## src/rtl/vram_pkg.sv

```systemverilog
// Shared VRAM geometry and the fill-sequencer state encoding.
package vram_pkg;
   localparam int VRAM_AW = 11;
   localparam int VRAM_DW = 16;

   typedef enum logic {FILL_IDLE, FILL_RUN} fill_state_e;
endpackage

```

## src/rtl/vram_fill_seq.sv

```systemverilog
// Whole-VRAM fill engine: walks every address once, writing only on cycles it is granted.
module vram_fill_seq
   import vram_pkg::*;
#(
   parameter int AW = VRAM_AW,
   parameter int DW = VRAM_DW
) (
   input  logic          clk,
   input  logic          reset,
   input  logic          start_i,
   input  logic [DW-1:0] value_i,
   input  logic          grant_i,
   output logic          busy_o,
   output logic          done_o,
   output logic [AW-1:0] addr_o,
   output logic [DW-1:0] wdata_o
);

   fill_state_e   state_q, state_d;
   logic [AW-1:0] cnt_q, cnt_d;
   logic [DW-1:0] value_q, value_d;
   logic          done_q, done_d;

   always_comb begin
      // NOTE: every next-state signal is defaulted first so no path leaves it unassigned (no latch).
      state_d = state_q;
      cnt_d   = cnt_q;
      value_d = value_q;
      done_d  = 1'b0;
      case (state_q)
         FILL_IDLE: begin
            if (start_i) begin
               state_d = FILL_RUN;
               cnt_d   = '0;
               value_d = value_i;
            end
         end
         FILL_RUN: begin
            // A start while running is deliberately ignored; the latched value stays.
            if (grant_i) begin
               cnt_d = cnt_q + AW'(1);
               if (cnt_q == {AW{1'b1}}) begin
                  state_d = FILL_IDLE;
                  done_d  = 1'b1;
               end
            end
         end
      endcase
   end

   always_ff @(posedge clk) begin
      // NOTE: registers use <= so every flop samples the same pre-edge values.
      if (reset) begin
         state_q <= FILL_IDLE;
         cnt_q   <= '0;
         value_q <= '0;
         done_q  <= 1'b0;
      end else begin
         state_q <= state_d;
         cnt_q   <= cnt_d;
         value_q <= value_d;
         done_q  <= done_d;
      end
   end

   assign busy_o  = (state_q == FILL_RUN);
   assign done_o  = done_q;
   assign addr_o  = cnt_q;
   assign wdata_o = value_q;

endmodule

```

## src/rtl/vram_arbiter.sv

```systemverilog
// Single-port VRAM arbiter: display fetch > buffered CPU access > background fill.
module vram_arbiter
   import vram_pkg::*;
#(
   parameter int AW = VRAM_AW,
   parameter int DW = VRAM_DW
) (
   input  logic          clk,
   input  logic          reset,
   input  logic          disp_req,
   input  logic [AW-1:0] disp_addr,
   output logic [DW-1:0] disp_rdata,
   input  logic          cpu_req,
   output logic          cpu_rdy,
   input  logic          cpu_we,
   input  logic [AW-1:0] cpu_addr,
   input  logic [DW-1:0] cpu_wdata,
   output logic          cpu_done,
   output logic [DW-1:0] cpu_rdata,
   input  logic          fill_start,
   input  logic [DW-1:0] fill_value,
   output logic          fill_busy,
   output logic          fill_done,
   output logic [AW-1:0] sram_addr,
   output logic          sram_we,
   output logic [DW-1:0] sram_wdata,
   input  logic [DW-1:0] sram_rdata
);

   logic          pend_valid_q, pend_valid_d;
   logic [AW-1:0] pend_addr_q, pend_addr_d;
   logic          pend_we_q, pend_we_d;
   logic [DW-1:0] pend_wdata_q, pend_wdata_d;
   logic          cpu_done_q, cpu_done_d;

   logic          cpu_accept;
   logic          cpu_issue;
   logic          fill_grant;
   logic [AW-1:0] fill_addr;
   logic [DW-1:0] fill_wdata;

   assign cpu_rdy    = !pend_valid_q;
   assign cpu_accept = cpu_req && cpu_rdy;
   // Writes are masked during reset so an aborted fill or dropped request never lands.
   assign cpu_issue  = pend_valid_q && !disp_req && !reset;
   assign fill_grant = fill_busy && !disp_req && !pend_valid_q && !reset;

   vram_fill_seq #(.AW(AW), .DW(DW)) u_fill (
      .clk     (clk),
      .reset   (reset),
      .start_i (fill_start),
      .value_i (fill_value),
      .grant_i (fill_grant),
      .busy_o  (fill_busy),
      .done_o  (fill_done),
      .addr_o  (fill_addr),
      .wdata_o (fill_wdata)
   );

   // Combinational grant keeps the display's address-to-data latency at one cycle.
   always_comb begin
      sram_addr  = '0;
      sram_we    = 1'b0;
      sram_wdata = '0;
      if (disp_req) begin
         sram_addr = disp_addr;
      end else if (cpu_issue) begin
         sram_addr  = pend_addr_q;
         sram_we    = pend_we_q;
         sram_wdata = pend_wdata_q;
      end else if (fill_grant) begin
         sram_addr  = fill_addr;
         sram_we    = 1'b1;
         sram_wdata = fill_wdata;
      end
   end

   always_comb begin
      pend_valid_d = pend_valid_q;
      pend_addr_d  = pend_addr_q;
      pend_we_d    = pend_we_q;
      pend_wdata_d = pend_wdata_q;
      cpu_done_d   = cpu_issue;
      if (cpu_issue) pend_valid_d = 1'b0;
      if (cpu_accept) begin
         pend_valid_d = 1'b1;
         pend_addr_d  = cpu_addr;
         pend_we_d    = cpu_we;
         pend_wdata_d = cpu_wdata;
      end
   end

   always_ff @(posedge clk) begin
      if (reset) begin
         pend_valid_q <= 1'b0;
         pend_addr_q  <= '0;
         pend_we_q    <= 1'b0;
         pend_wdata_q <= '0;
         cpu_done_q   <= 1'b0;
      end else begin
         pend_valid_q <= pend_valid_d;
         pend_addr_q  <= pend_addr_d;
         pend_we_q    <= pend_we_d;
         pend_wdata_q <= pend_wdata_d;
         cpu_done_q   <= cpu_done_d;
      end
   end

   assign cpu_done   = cpu_done_q;
   assign cpu_rdata  = sram_rdata;
   assign disp_rdata = sram_rdata;

endmodule

```

## config.mk

```make
export PLATFORM = sky130hd
export DESIGN_NAME = vram_arbiter
export DESIGN_NICKNAME = d
export VERILOG_FILES = /design/src/rtl/vram_pkg.sv /design/src/rtl/vram_fill_seq.sv /design/src/rtl/vram_arbiter.sv
export SDC_FILE = /design/constraint.sdc
export NUM_CORES = 1
export LEC_CHECK = 0
export CAP_MARGIN = 20
export CORE_ASPECT_RATIO = 0.5
export CORE_MARGIN = 8
export CORE_UTILIZATION = 36
export DETAILED_ROUTE_END_ITERATION = 8
export GPL_ROUTABILITY_DRIVEN = 0
export PLACE_DENSITY_LB_ADDON = 0.2
export SLEW_MARGIN = 5
export SYNTH_ARGS = -nofsm -noshare
export SYNTH_HDL_FRONTEND = slang
export SYNTH_SLANG_ARGS = --single-unit
export TNS_END_PERCENT = 5
```

## constraint.sdc

```tcl
create_clock -name clk -period 1.4 [get_ports clk]
set_input_delay 0.28 -clock clk [delete_from_list [all_inputs] [get_ports clk]]
set_output_delay 0.28 -clock clk [all_outputs]
set_load 0.05 [all_outputs]
```

Word level (Yosys, flattened, before mapping)

Cells that the tools add are included.

Output and inout bits: 64
Word-level logic and storage cells: 47
Bits of input ports: 76
Register bits: 59

Equal/unequal tests: 3
Bitwise gates (word level): 2
Add/subtract/negate cells: 1
Mux-type cells: 19
Reduce and logical (&&, ||, !) cells: 13

Operators with widths:

| kind                    | number |
|---|---|
| $mux W11                | 5 |
| $mux W16                | 3 |
| $pmux W11 S2            | 1 |
| $add A11 B1 Y11 const B | 1 |
| $eq A11 B11 Y1 const B  | 1 |
| $mux W1                 | 9 |
| $logic_and A1 B1 Y1     | 6 |
| $ne A2 B2 Y1 const B    | 2 |
| $reduce_and A2 Y1       | 2 |
| $logic_not A1 Y1        | 3 |
| $reduce_or A3 Y1        | 1 |
| $not A1 Y1              | 2 |
| $pmux W1 S2             | 1 |
| $reduce_bool A2 Y1      | 1 |

Logic depth before layout (Yosys ltp)

Gate-level depths: netlist of the first run.

Depth in word-level cells: 7
Mapped depth: 6
Mapped depth without buffers: 4

Cells and area by module

From an unflattened synthesis of the first run, not the netlist that was laid out.

Cells, all modules: 362
Area total of the unflattened synthesis: 2816.5 um^2

Modules (own cells, without submodules):

| module        | seq. area each (um^2) | area an instance (um^2) | times used | cells each |
|---|---|---|---|---|
| vram_arbiter  | 600.6                 | 1650.3                  | 1          | 219 |
| vram_fill_seq | 580.6                 | 1166.1                  | 1          | 143 |

Worst setup path after synthesis of the first run

Ideal clock, no wire load.

Kind: flip-flop to output port
Start point: reg u_fill.state_q, in the netlist u_fill.busy_o
End point: out sram_addr[0]
Slack: -1412 ps
Cell stages (with the launch flop): 6
Data arrival time: 2532 ps
Buffers on the path: 2
Cell sequence: dfxtp_1 -> nor4b_4 -> buf_4 -> buf_4 -> a22oi_1 -> o21ai_0

Longest elaborated chain between the ends: 6

RTL lines:

| element                          | line                | text |
|---|---|---|
| start, declared                  | vram_fill_seq.sv:19 | `fill_state_e state_q, state_d;` |
| start signal, assigned           | vram_fill_seq.sv:59 | `state_q <= state_d;` |
| $logic_and A1 B1 Y1 (3 in a row) | vram_arbiter.sv:46  | `assign fill_grant = fill_busy && !disp_req && !pend_valid_q && !reset;` |
| $mux W11                         | vram_arbiter.sv:71  | `end else if (fill_grant) begin` |
| $mux W11                         | vram_arbiter.sv:67  | `end else if (cpu_issue) begin` |
| $mux W11                         | vram_arbiter.sv:65  | `if (disp_req) begin` |
| end, declared                    | vram_arbiter.sv:24  | `output logic [AW-1:0] sram_addr,` |

Every way passes these cells.

Worst setup path after layout of the first run

Start point: reg u_fill.state_q, in the netlist u_fill.busy_o
End point: out sram_addr[1]

Same word-level chain as after synthesis.

==> results of run 1 <==
-- final timing paths --
check | start | to
worst max-delay path | u_fill.busy_o | sram_addr[1]
worst min-delay path | reset | pend_addr_q[5]
worst max register to register | pend_valid_q | u_fill.addr_o[8]
worst min register to register | pend_addr_q[5] | pend_addr_q[5]
-- layer usage --
layer / track usage / vias to the layer above
met3: 0.0392 / 33
met2: 0.268 / 91
li1: - / 1316
met4: 0.0702 / 0
met1: 0.179 / 1233
met5: 0 / -
-- cell type report --
type	count	area [µm²]	area share
clock buffer	9	225	0.0471
clock inverter	7	75.1	0.0157
inverter	1	7.51	0.00157
multi-input combinational	233	1480	0.309
sequential	59	1190	0.248
tap	96	120	0.0251
timing repair buffer	128	1690	0.353
-- Yosys cell counts (all sizes together), types with 2 or more instances --
library cell and n:
a21oi 47, a221o 9, a22o 17, a22oi 2
and3 2, buf 48, clkbuf 10, dfxtp 59
nand2 105, nand2b 2, nor2 17, nor2b 3
nor3 2, o2111ai 2, o211ai 3, o21ai 3
xor2 7
-- state kept, by name, indices dropped and copies added (netlist names) --
register        flops
pend_valid_q        1
cpu_done            1
u_fill.wdata_o     16
u_fill.done_o       1
pend_we_q           1
u_fill.addr_o      11
u_fill.busy_o       1
pend_addr_q        11
pend_wdata_q       16
-- critical path: cells and delay by family, from the launching register on --
family / cells / cell delay [ps]
buf+inv: 4 / 540
simple gates: 1 / 130
flops: 1 / 340
compound gates: 1 / 360
-- report_power, final --
part           internal (mW)  switching, mW
registers               1.76         0.0609
logic                  0.454          0.402
clock network           1.39          0.803
-- timing repair --
item	4_1_cts	5_1_grt
gates resized for setup	5	24
pin swaps	6	21
setup endpoints to repair	41	50
gates cloned	2	1
buffers inserted	2	2
hold endpoints to repair	0	0
-- logic make-up after synthesis --
| logic type | after synthesis |
|---|---|
| simple gates | 137 |
| buf+inv | 59 |
| fa+ha+maj | 1 |
| xor+xnor | 7 |
| mux | 1 |
| compound gates | 87 |
| flops | 59 |
-- metrics by stage --
step                      hold slack [ps]  utilization
after CTS                             376        0.621
after global placement                444        0.568
final                                 378        0.644
after floorplan                       416            -
after detailed placement              450        0.568
after global routing                  415        0.644
==> metrics.yaml, run 1 <==
die:
  die_w_um: 141
  ios: 140
  core_um2: 7430
  num_rows: 22
  start_util: 0.376
  die_h_um: 78.3
  design.die.area_um2: 11000
power_and_ir_drop:
  power_mw: 4.87
  peakVddDrop_v: 0.000573
  leakage_nw: 1.92
  power.density_nw_per_um2: 1020
status:
  violations: "setup timing"
  status: "complete, but fails checks"
cts:
  cts_tree: "done"
  worstSkewPairLatency_ps: 330
  htree_levels: 3
  clk_pin_slew_ps: 50
  cts.sinks: 59
  cts_inserted_buffers: 9
  clockRootBuffer: "clkbuf_16"
  clockBufferDepth: 2
  cts_hold_buf: 0
synth:
  synth_edf_count: 0
  synthTopCellsByArea: "dfxtp_1 42%, nand2_1 14%, buf_4 9.4%"
  synthXorXnorAreaFrac: 0.0219
  synthFlopType: "dfxtp_1"
  yosys_warnings: 0
  seq_area_frac_synth: 0.423
  synth_fa_ha_area_frac: 0.00448
  ys_ff_latch: 59
  syn_inst: 351
  synth_top_cell_by_area: "dfxtp_1"
  synth_top_area_share: 0.423
  synth_nets: 428
  syn_area_um2: 2800
  synth-compound-area-share: 0.208
  synth_top_family_by_area: "compound AO/OA/AOI/OAI gates"
  async_flop_share: 0
  yosysUniqueCellTypes: 36
  synthSimpleGateAreaFrac: 0.205
  syn_area_per_cell_um2: 7.96
  synthMuxAreaShare: 0.00403
worst_setup_path:
  crit_required_ps: 1120
  critPathCaptureType: "primary output"
  path_common_cell: "buf_12"
  cp_slowest_cell: "a221o_1"
  worstPathCellList: "nor4b_4 -> buf_6 -> buf_12 -> buf_16 -> a221o_1 -> buf_12"
  cp.arrival_ps: 1690
  path_max_fanout: 5
  worst-r2r-setup-slack_ps: -410
  path_class: "register to primary output"
  critPathLaunchType: "register"
  rr_worst_depth: 8
  cpPeakStageDelay_ps: 360
sta:
  max-slew-margin-rel: 0.739
  finalCritPeriodShare: 1.41
  maxSlewViolCount: 0
  skew_ps: 3.09
  worstMarginPinSlew_ps: 392
  setup_viol: 42
  max_freq_ghz: 0.507
  finalSetupTns_ps: -18690
  min_period_ps: 1970
  hold_viol: 0
  timing.final.ws_setup_ps: -572
  rsz0062_at_grt: "yes"
global_route:
  grt_use_total: 0.155
  grt_max_degree: 38
  grt-ovfl-total: 0
  first_global_vias: 2760
  grt_pass1_wl_um: 13800
  antenna_found_initial: 0
detailed_routing:
  vias: 2673
  vias_per_cell: 5.02
  wl_met1_um: 3690
  routed_wl_um: 8810
  dr_wl_met2_um: 4290
  drc: 0
  top_layer: "met4"
  wl_met3_um: 640
  antenna_left: 0
  drt_first_iter_violations: 179
  routedWlPerCell_um: 16.5
  dr.pass1.iters: 4
cells_and_area:
  final_common_cell: "nand2_1"
  drive_gt1_frac: 0.291
  finalNetCount: 509
  synthToLayoutAreaGrowth_pct: 71.2
  nFillCells: 591
  final_area_um2: 4790
  n_antenna_cell: 0
  final_cell_mix: "104 x nand2_1, 57 x dfxtp_1, 57 x clkdlybuf4s50_1, 46 x a21oi_1, 40 x buf_12"
  fin_cells: 533
placement:
  place_area_um2: 4220
  portBuffers: 91
  dp_hpwl_um: 6330
  pre_cts_ws_ps: -625
  dpl.cell_count: 510
run:
  drv_cap: 0
worst_hold_path:
  whs_path_depth: 3
  hold_path_class: "input port to register"
(Power assumes the default switching activity.)
==> run 2, diff against run 1 <==
--- a/config.mk
+++ b/config.mk
@@ -8,7 +8,7 @@
 export CAP_MARGIN = 20
 export CORE_ASPECT_RATIO = 0.5
 export CORE_MARGIN = 8
-export CORE_UTILIZATION = 36
+export CORE_UTILIZATION = 43
 export DETAILED_ROUTE_END_ITERATION = 8
 export GPL_ROUTABILITY_DRIVEN = 0
 export PLACE_DENSITY_LB_ADDON = 0.2
==> constraint.sdc (replaced) <==
create_clock -name clk -period 2.6 [get_ports clk]
set_input_delay 0.52 -clock clk [delete_from_list [all_inputs] [get_ports clk]]
set_output_delay 0.52 -clock clk [all_outputs]
set_load 0.05 [all_outputs]
==> run 2 against run 1 <==
- the flow now finishes without violations
- die area is 14% lower
- clock power is 52% lower
- final cell count down 6.4%
- largest power group unchanged
==> metrics.yaml, run 2 (same netlist as run 1, synthesis figures left out) <==
die:
  design.die.area_um2: 9490
  core_um2: 6180
  ios: 140
  die_h_um: 73.0
  start_util: 0.452
  die_w_um: 130
  num_rows: 20
cells_and_area:
  final_area_um2: 4110
  n_antenna_cell: 0
  multi_input_area_um2: 1250
  final_common_cell: "nand2_1"
  final_cell_mix: "105 x nand2_1, 62 x clkdlybuf4s50_1, 59 x dfxtp_1, 47 x a21oi_1, 29 x buf_12"
  regArea_um2: 1180
  nFillCells: 512
  synthToLayoutAreaGrowth_pct: 47.0
  drive_gt1_frac: 0.158
  finalNetCount: 485
detailed_routing:
  dr.pass1.iters: 4
  drt_first_iter_violations: 146
  antenna_left: 0
  routedWlPerCell_um: 15.3
  drc: 0
  vias: 2562
  routed_wl_um: 7630
  vias_per_cell: 5.13
sta:
  skew_ps: 4.11
  setup_viol: 0
  maxSlewViolCount: 0
  rsz0062_at_grt: "yes"
  max-slew-margin-rel: 0.644
  worstMarginPinSlew_ps: 532
  max_freq_ghz: 0.388
  hold_viol: 0
  finalCritPeriodShare: 0.991
  min_period_ps: 2580
worst_setup_path:
  path_class: "input port to primary output"
  critPathCaptureType: "primary output"
  cpPeakStageDelay_ps: 510
  timing.rr.start: "pend_valid_q"
  crit_required_ps: 2080
  worst-r2r-setup-slack_ps: 920
  cp.depth: 5
  cp.arrival_ps: 2060
  crit_buf_inv: 3
  critPathLaunchType: "input port"
  path_max_fanout: 17
  r2r-end: "u_fill.addr_o[8]"
  critPathLaunch: "disp_req"
  worstPathCellList: "clkdlybuf4s50_1 -> nor4b_4 -> buf_4 -> a22o_1 -> buf_12"
  cp_slowest_cell: "clkdlybuf4s50_1"
  rr_worst_depth: 5
  crit_family: "buffers and inverters"
status:
  status: "complete, no violations"
placement:
  dp_hpwl_um: 5600
  place_area_um2: 3840
  portBuffers: 91
power_and_ir_drop:
  peakVddDrop_v: 0.000292
  power.density_nw_per_um2: 589
  power_mw: 2.42
  leakage_nw: 1.59
cts:
  cts_hold_buf: 0
  cts.sinks: 59
  clk_pin_slew_ps: 40
  clockRootBuffer: "clkbuf_16"
  worstSkewPairLatency_ps: 320
  cts_tree: "done"
  cts_inserted_buffers: 9
  clockBufferDepth: 2
  htree_levels: 3
worst_hold_path:
  hold_path_class: "register to register"
  hold_end: "pend_addr_q[10]"
  whs_path_depth: 2
  min_from: "pend_addr_q[10]"
global_route:
  grt_pass1_wl_um: 12400
  grt_use_total: 0.164
  first_global_vias: 2523
  antenna_found_initial: 0
  grt_max_degree: 24
  grt-ovfl-total: 0
run:
  drv_cap: 0
[run 2: cell types whose count changed in the layout (fill, tap and decap cells not counted), sizes merged]
cell           before  now
bufinv              1    0
clkdlybuf4s50      57   62
buf                69   42
clkbuf             10   11
inv                 3    1
clkinvlp            2    0
dlygate4sd2         1    0
clkinv              2    3
[run 2: what timing repair did]
item                       4_1_cts  5_1_grt
gates resized for setup          0        1
setup buffers                    0        0
setup endpoints to repair        0       25
[run 2: metal layers]
layer  global-route usage  share of wire  vias up  wire length (µm)
li1                     -              -     1265                 -
met1                0.176           0.42     1182              3170
met2                0.276           0.47       82              3600
met3               0.0641          0.086       33               659
met4               0.0893          0.027        0               206
met5                    0              0        -                 0
[run 2: metrics by stage]
step / hold WS, ps / instances / TNS [ps] / util / setup WS, ps
after CTS: 455 / 499 / 0 / 0.664 / 11.0
after detailed placement: 448 / 485 / 0 / 0.621 / 18.8
after global routing: 473 / 499 / -800 / 0.665 / -54.1
after global placement: 445 / 485 / 0 / 0.621 / 72.6
after floorplan: 436 / 351 / -73.8 / - / -73.8
final: 453 / 499 / 0 / 0.665 / 23.9
[run 2: how the worst max path moves through the flow]
stage / slack, ps / end
final: 20 / sram_wdata[5]
after global placement: 70 / sram_wdata[13]
after global routing: -50 / sram_wdata[5]
after CTS: 10 / sram_wdata[5]
after floorplan: -70 / sram_addr[10]
after detailed placement: 20 / sram_wdata[5]
[run 2: cell type report]
type,count,area share
multi-input cells,233,0.304
inverters,1,0.000913
clock buffers,11,0.0615
repair buffers,104,0.315
flip-flops and latches,59,0.287
well taps,88,0.0268
clock inverters,3,0.00365
[run 2: tightest hold or removal path: stages (launching register included)]
cell and delay [ps]:
dfxtp_1 300, nand2_1 50, a21oi_1 50
[run 2: power by group]
part           switching [mW]  internal (mW)
clock network           0.378          0.678
logic                   0.192          0.194
registers              0.0265          0.951
==> variant, RTL diff (config.mk and constraints of run 1) <==
`pend_addr_q` no longer has a reset.
--- a/src/rtl/vram_arbiter.sv
+++ b/src/rtl/vram_arbiter.sv
@@ -94,5 +94,4 @@
       if (reset) begin
          pend_valid_q <= 1'b0;
-         pend_addr_q  <= '0;
          pend_we_q    <= 1'b0;
          pend_wdata_q <= '0;
@@ -100,9 +99,12 @@
       end else begin
          pend_valid_q <= pend_valid_d;
-         pend_addr_q  <= pend_addr_d;
          pend_we_q    <= pend_we_d;
          pend_wdata_q <= pend_wdata_d;
          cpu_done_q   <= cpu_done_d;
       end
+   end
+
+   always_ff @(posedge clk) begin
+      pend_addr_q <= pend_addr_d;
    end
 
Check against the original RTL: same outputs for any inputs over 10 cycles, from zero or initial values and one cycle with reset high; that may be too few to reach the edited logic, so the function may still have changed.
==> variant against run 1 <==
The flow still finishes with violations (setup timing); sequential share of layout area increased by 2.7 points; core utilization is 0.13 points lower; area after synthesis down 2.1%; clock skew about the same; hold slack better by 91 ps; worst setup slack improved by 32 ps; combinational power decreased by 2%; wire length decreased by 5.8%; final area shrank 1.3%; sequential cell count unchanged; total power fell by 1.3%; clock power shrank 5%; largest cell class unchanged.
==> variant: results (changes against run 1) <==
- The flow ran to the end, but the final reports show violations.
- The final reports fail on setup timing.
- The area of the multi-input gates came to 1350 um^2 (-8.8%).
- The number of instances on the worst hold path is 2 (-1).
- The multiplexer fraction of the synthesized cell area is 0.00411 (+0.0000847).
- The xor/xnor share of the synthesized area is 0.0192 (-0.00274).
- The transition time of the tightest slew-check pin was 371 ps (-20.7 ps).
- Sorting the synthesized cells by how often they occur yields 85 x sky130_fd_sc_hd__nand2_1, 48 x sky130_fd_sc_hd__dfxtp_1, 37 x sky130_fd_sc_hd__a21oi_1.
- The count of instances resized after the clock tree is built is 13 (+8).
- The half-perimeter wire length of the detailed placement result is 5810 um (-8.3%).
- The minimum setup slack in the final design is -540 ps (+32.3 ps).
- The worst hold margin is 469 ps (+90.8 ps).
- The sequential element share of the synthesized area is 0.472 (+0.0491).
- The total routed wirelength is 8290 um (-5.8%).
- The post-synthesis share of cell area spent on full adders, half adders and majority gates is 0.00457 (+0.0000941).
- The area growth from synthesis to layout is 72.5%.
- The hold-critical path endpoint is pend_wdata_q[12].
- The total track usage is 0.154 (-0.00100).
- The total number of multi-input combinational cells is 200 (-14%).
- The number of signal-net buffers in the layout was 129 (+0.78%).
- The count of final setup violators is 36 (-14%).
- The ratio of routed vias to standard cells was 4.92 (-1.8%).
- The number of synthesized flops with an enable pin is 11 (+11).
- The switching power total is 1.16 mW (-8.5%).
- The peak supply drop is 0.701 mV (+22%).
- The worst reg-to-reg path cell count is 6 (-2).
- The initial detailed-routing violation count is 95 (-47%).
- The wire length of the first global-routing pass is 13300 um (-3.5%).
- The largest individual stage delay along the critical path comes from the cell sky130_fd_sc_hd__dfxtp_4.
- The pin count of the biggest net entering global routing is 35 (-7.9%).
- The number of distinct library cells after synthesis is 38 (+5.6%).
==> variant: changes by cell type in the layout (fill, tap and decap cells not counted), moves of 3 or more <==
cell,delta
sky130_fd_sc_hd__nand2_1,-22
sky130_fd_sc_hd__dfxtp_1,-11
sky130_fd_sc_hd__edfxtp_1,+11
sky130_fd_sc_hd__a21oi_1,-9
sky130_fd_sc_hd__clkbuf_8,+4
sky130_fd_sc_hd__buf_12,-3
sky130_fd_sc_hd__buf_4,+3
sky130_fd_sc_hd__buf_6,+3
==> variant: worst max path at each step <==
stage             startpoint            end  slack (ps)  cells after the start
3_3_place_gp           reset  sram_wdata[5]        -670                      5
3_5_place_dp           reset  sram_wdata[5]        -710                      5
6_report        pend_valid_q  sram_wdata[4]        -540                      7
5_1_grt         pend_valid_q  sram_wdata[4]        -620                      7
2_1_floorplan  u_fill.busy_o   sram_addr[0]        -350                      5
4_1_cts         pend_valid_q   sram_addr[7]        -590                      5
==> variant: through the flow <==
stage / setup WS [ps] / setup TNS, ps
3_3_place_gp: -671 / -27840
2_1_floorplan: -348 / -16180
6_report: -540 / -15110
4_1_cts: -587 / -17280
3_5_place_dp: -714 / -30590
5_1_grt: -620 / -17500
==> variant: power groups by stage <==
stage	Clock [mW]	Combinational [mW]	Sequential, mW
after global routing	2.23	0.891	1.89
after global placement	0	0.770	1.90
after CTS	2.15	0.799	1.87
after detailed placement	0	0.786	1.90
after floorplan	0	0.593	1.90
final	2.09	0.840	1.88
==> variant: layer usage <==
| layer | global-route usage | vias up | share of wire |
|---|---|---|---|
| met5 | 0 | - | 0 |
| met4 | 0.0760 | 0 | 0.022 |
| met3 | 0.0568 | 29 | 0.060 |
| met2 | 0.274 | 56 | 0.52 |
| met1 | 0.159 | 1168 | 0.40 |
| li1 | - | 1223 | - |
